`config.mk`:
```
export PLATFORM = sky130hd
export DESIGN_NAME = song_play_ctrl
export DESIGN_NICKNAME = d
export VERILOG_FILES = /design/src/rtl/song_play_ctrl.sv
export SDC_FILE = /design/constraint.sdc
export NUM_CORES = 1
export LEC_CHECK = 0
export ABC_AREA = 1
export BUFFER_PORTS_ARGS = -buffer_cell sky130_fd_sc_hd__buf_4
export CORE_MARGIN = 1.5
export CORE_UTILIZATION = 38
export CTS_BUF_LIST = sky130_fd_sc_hd__clkbuf_8
export CTS_CLUSTER_SIZE = 25
export DETAILED_ROUTE_END_ITERATION = 16
export PLACE_DENSITY_LB_ADDON = 0.2
export REMOVE_ABC_BUFFERS = 1
export SLEW_MARGIN = 20
export SYNTH_ARGS = -nofsm -noshare
export SYNTH_HDL_FRONTEND = slang
export SYNTH_SLANG_ARGS = --single-unit
```
`constraint.sdc`:
```
create_clock -name clk -period 2.9 [get_ports clk]
set_input_delay 0.435 -clock clk [delete_from_list [all_inputs] [get_ports clk]]
set_output_delay 0.435 -clock clk [all_outputs]
set_load 0.005 [all_outputs]
```
`src/rtl/song_play_ctrl.sv`:
```
// Electric-piano playback controller: sequences four song players, paces them with a beat strobe,
// and merges the selected song note with the live key. Optional macro: SONG_AUTO_ADVANCE_EN.
module song_play_ctrl #(
  parameter int         CLK_HZ     = 50000000,
  parameter int         BEAT_HZ    = 8,
  parameter int         SONG_BEATS = 576,
  parameter logic [4:0] REST_CODE  = 5'd0
) (
  input  logic       clk,
  input  logic       rst,
  input  logic [4:0] key_note,
  input  logic       btn_play,
  input  logic       btn_next,
  input  logic       btn_stop,
  input  logic [4:0] song_data0,
  input  logic [4:0] song_data1,
  input  logic [4:0] song_data2,
  input  logic [4:0] song_data3,
  output logic [3:0] song_en,
  output logic       beat_tick,
  output logic [1:0] song_sel,
  output logic [4:0] note_out,
  output logic       note_src,
  output logic       playing
);

  localparam int DIV_RAW = CLK_HZ / BEAT_HZ;
  localparam int DIV     = (DIV_RAW < 2) ? 2 : DIV_RAW;
  localparam int DIV_W   = $clog2(DIV);
  localparam logic [DIV_W-1:0] DIV_LAST = DIV_W'(DIV - 1);

  typedef enum logic [1:0] {S_IDLE, S_SWITCH, S_PLAY, S_PAUSE} state_t;

  state_t           state;
  logic [DIV_W-1:0] div_cnt;
  logic             key_held;
  logic             div_run;
  logic [4:0]       song_note;

  function automatic logic [3:0] onehot(input logic [1:0] sel);
    onehot = 4'b0001 << sel;
  endfunction

  assign key_held  = (key_note != REST_CODE);
  // A held key freezes the song in place, so the divider only runs while flushing or playing unobstructed.
  assign div_run   = (state == S_SWITCH) || ((state == S_PLAY) && !key_held);
  assign beat_tick = div_run && (div_cnt == DIV_LAST);

  always_comb begin
    song_note = song_data0;
    case (song_sel)
      2'd0:    song_note = song_data0;
      2'd1:    song_note = song_data1;
      2'd2:    song_note = song_data2;
      default: song_note = song_data3;
    endcase
  end

`ifdef SONG_AUTO_ADVANCE_EN
  localparam int BCNT_W = $clog2(SONG_BEATS + 1);
  localparam logic [BCNT_W-1:0] BEATS_LAST = BCNT_W'(SONG_BEATS);

  logic [BCNT_W-1:0] beat_cnt;
  logic [BCNT_W-1:0] beat_inc;

  assign beat_inc = beat_cnt + 1'b1;
`endif

  always_ff @(posedge clk or posedge rst) begin
    if (rst) begin
      state    <= S_IDLE;
      song_sel <= 2'd0;
      song_en  <= 4'd0;
      playing  <= 1'b0;
      div_cnt  <= '0;
      note_out <= REST_CODE;
      note_src <= 1'b0;
`ifdef SONG_AUTO_ADVANCE_EN
      beat_cnt <= '0;
`endif
    end else begin
      if (div_run)
        div_cnt <= beat_tick ? '0 : div_cnt + 1'b1;

      if (key_held) begin
        note_out <= key_note;
        note_src <= 1'b0;
      end else if (state == S_PLAY) begin
        note_out <= song_note;
        note_src <= 1'b1;
      end else begin
        note_out <= REST_CODE;
        note_src <= 1'b0;
      end

      case (state)
        S_IDLE: begin
          if (!btn_stop) begin
            if (btn_next) begin
              song_sel <= song_sel + 2'd1;
            end else if (btn_play) begin
              state   <= S_SWITCH;
              div_cnt <= '0;
            end
          end
        end

        S_SWITCH: begin
          if (btn_stop) begin
            state <= S_IDLE;
          end else if (btn_next) begin
            song_sel <= song_sel + 2'd1;
            div_cnt  <= '0;
          end else if (beat_tick) begin
            state   <= S_PLAY;
            song_en <= onehot(song_sel);
            playing <= 1'b1;
          end
        end

        S_PLAY: begin
          if (btn_stop) begin
            state   <= S_IDLE;
            song_en <= 4'd0;
            playing <= 1'b0;
`ifdef SONG_AUTO_ADVANCE_EN
            beat_cnt <= '0;
`endif
          end else if (btn_next) begin
            state    <= S_SWITCH;
            song_sel <= song_sel + 2'd1;
            song_en  <= 4'd0;
            playing  <= 1'b0;
            div_cnt  <= '0;
`ifdef SONG_AUTO_ADVANCE_EN
            beat_cnt <= '0;
`endif
          end else if (btn_play) begin
            state   <= S_PAUSE;
            playing <= 1'b0;
`ifdef SONG_AUTO_ADVANCE_EN
            // The players still see this tick; count it unless it would complete the song while pausing.
            if (beat_tick && (beat_inc != BEATS_LAST))
              beat_cnt <= beat_inc;
`endif
          end
`ifdef SONG_AUTO_ADVANCE_EN
          else if (beat_tick) begin
            if (beat_inc == BEATS_LAST) begin
              state    <= S_SWITCH;
              song_sel <= song_sel + 2'd1;
              song_en  <= 4'd0;
              playing  <= 1'b0;
              div_cnt  <= '0;
              beat_cnt <= '0;
            end else begin
              beat_cnt <= beat_inc;
            end
          end
`endif
        end

        S_PAUSE: begin
          if (btn_stop) begin
            state   <= S_IDLE;
            song_en <= 4'd0;
`ifdef SONG_AUTO_ADVANCE_EN
            beat_cnt <= '0;
`endif
          end else if (btn_next) begin
            state    <= S_SWITCH;
            song_sel <= song_sel + 2'd1;
            song_en  <= 4'd0;
            div_cnt  <= '0;
`ifdef SONG_AUTO_ADVANCE_EN
            beat_cnt <= '0;
`endif
          end else if (btn_play) begin
            state   <= S_PLAY;
            playing <= 1'b1;
          end
        end

        default: begin
          state   <= S_IDLE;
          song_en <= 4'd0;
          playing <= 1'b0;
        end
      endcase
    end
  end

endmodule

```
==> impl_metrics.py <==
metrics = {
    "setup_path": {
        "reg2reg_depth": 11,
        "worstSetupEndpointType": "output pin",
        "cp_max_fo": 19,
        "r2r_slack_ps": 880,
        "r2r_end": "div_cnt[6]$_DFF_PP0_",
        "cp-start-kind": "flip-flop",
        "reg2reg_from": "state[0]$_DFFE_PP0P_",
        "worstPathArrival_ps": 1930,
        "crit_start": "state[0]$_DFFE_PP0P_",
        "path_class": "flip-flop to output pin",
        "cp_data_required_time_ps": 2470,
    },
    "timing": {
        "tns_ps": 0,
        "fmax_mhz": 424,
        "hold_slack_ps": 267,
        "hold_violations": 0,
        "tightest_slew_ps": 492,
        "finClkSkew_ps": 11.7,
        "min_period_over_period_pct": 81.4,
        "setup_viol": 0,
        "min_period_ps": 2360,
        "slew-limit-headroom_pct": 67.2,
        "slew_violations": 0,
        "rsz0062_at_grt": "false",
    },
    "floorplan": {
        "initial_core_util_pct": 39.4,
        "die_width_um": 84.4,
        "rows": 29,
        "ios": 44,
        "core_area_um2": 6390,
        "dieArea_um2": 7120,
        "die_h_um": 84.4,
    },
    "yosys": {
        "ys.flop_type": "dfrtp_1",
        "synthArstFlopShare_pct": 100,
        "synth_warnings": 0,
        "yosysMostFrequentCell": "nand2_1",
        "avgSynthCellArea_um2": 7.03,
        "syn_area_um2": 2520,
        "synth_edf_count": 0,
        "yosys-top-cells-area": "dfrtp_1, nand2_1, nor2_1",
        "yosys.area.top_type_share_pct": 37.8,
        "yosysSeqAreaShare_pct": 37.8,
        "yosysTopAreaCell": "dfrtp_1",
        "yosysUniqueCellTypes": 27,
        "synth-seq-cells": 38,
        "synth_common_cells": "nand2_1, nor2_1, inv_1",
        "syn-instance-count": 358,
    },
    "clock_network": {
        "cts-root-buf": "clkbuf_8",
        "htreeDepth": 2,
        "cts_tree": "done",
        "clk_pin_slew_ps": 70,
        "clkLatencyLatePin_ps": 290,
        "numCtsBuffers": 5,
        "postCtsSetupBuffers": 0,
        "ctsHoldBuffers": 0,
        "cts_buffer_depth": 2,
        "cts_resized": 0,
        "cts.sinks": 38,
    },
    "route": {
        "drc_errors": 0,
        "drt_wl_total_um": 5610,
        "drtIter0Drc": 87,
        "dr_total_vias": 2331,
        "top_layer": "met4",
        "vias_per_cell": 4.84,
        "met2WireLength_um": 2720,
        "ant_nets": 0,
        "met1_length_um": 2520,
        "wl_met3_um": 273,
        "dr.pass1.iters": 4,
        "wl_per_cell_um": 11.6,
    },
    "place": {
        "detailed_place_hpwl_um": 4430,
        "portBuffers": 43,
        "gp_congestion": 0.895,
    },
    "min_path": {
        "hp-class": "input pin to async pin",
    },
    "job": {
        "cap_violations": 0,
    },
    "layout": {
        "syn_to_final_growth_pct": 18.9,
        "nets": 447,
        "antennaDiodeCount": 0,
        "fillerInstances": 649,
        "drive_above_1_share_pct": 18.3,
    },
    "run_status": {
        "status": "finished, final reports clean",
    },
    "global_routing": {
        "grt_pass1_wl_um": 9960,
        "grt_use_total_pct": 17.2,
        "grt_max_degree": 39,
        "grt_remaining_overflow": 0,
        "grt_pass1_vias": 2329,
        "antenna_found_initial": 0,
    },
    "power": {
        "p_leak_nw": 1.57,
        "ir_worst_vdd_v": 0.000506,
        "pwr_density_cell_nw_per_um2": 619,
    },
}
## layout make-up
type	count	area, µm²	area share, %
well taps	77	96.3	3.22
flip-flops and latches	38	951	31.8
inverters	54	203	6.78
multi-input cells	263	1330	44.4
clock buffers	6	82.6	2.76
repair buffers	44	330	11.0
## stage by stage
stage / instance area (µm²) / setup WS (ps) / instances / total power, mW / util, %
4_1_cts: 2990 / 533 / 482 / 1.87 / 46.8
6_report: 2990 / 539 / 482 / 1.85 / 46.8
3_3_place_gp: 2910 / 936 / 476 / 1.49 / 45.6
5_1_grt: 2990 / 393 / 482 / 2.02 / 46.8
2_1_floorplan: 2480 / 1180 / 355 / 1.24 / -
3_5_place_dp: 2910 / 860 / 476 / 1.51 / 45.6
## cells by family (layout without fill, tap and decap cells)
| logic type | after synthesis | in the layout | share of synthesized area (%) |
|---|---|---|---|
| compound gates | 26 | 26 | 5.77 |
| mux | 1 | 1 | 0.398 |
| buf+inv | 57 | 104 | 9.40 |
| fa+ha+maj | 11 | 11 | 5.47 |
| xor+xnor | 8 | 8 | 2.78 |
| simple gates | 217 | 217 | 38.4 |
| flops | 38 | 38 | 37.8 |
## worst max-delay path: stages (launching register included)
cell	delay (ps)
dfrtp_1	430
inv_1	130
ha_1	200
inv_2	70
nor2_4	90
nand3_4	110
nand2_4	210
inv_2	100
nor2_4	160
buf_4	130
## report_power, final
part	internal [mW]	switching [mW]	leakage (nW)
Combinational	0.312	0.497	1.02
Sequential	0.611	0.0733	0.504
Clock	0.183	0.174	0.0431
Total	1.11	0.744	1.57
## how the worst max path moves through the flow
stage,end,cells after the start,slack [ps]
final,beat_tick,9,540
after global routing,beat_tick,9,390
after CTS,beat_tick,9,530
after detailed placement,beat_tick,9,860
after global placement,beat_tick,9,940
after floorplan,beat_tick,8,1180
## registers in the layout, indices dropped and copies added (netlist names)
name      flops
div_cnt      23
note_out      5
song_en       4
song_sel      2
state         2
note_src      1
playing       1
## layer usage
metal	global-route usage, %	vias up
met5	0	-
met4	5.72	0
met3	3.54	10
met2	29.4	57
met1	21.9	1053
li1	-	1211
## cells in the final DEF (no fill, tap or decap), drive strengths merged, types with 3 or more instances in the layout
cell type	n
nand2	103
nor2	75
inv	54
buf	44
dfrtp	38
nand3	18
nand4	16
o21ai	12
ha	11
xor2	7
a21oi	6
clkbuf	6
a31oi	5
nor3	3
No activity file was read; power rests on OpenSTA's default activity.
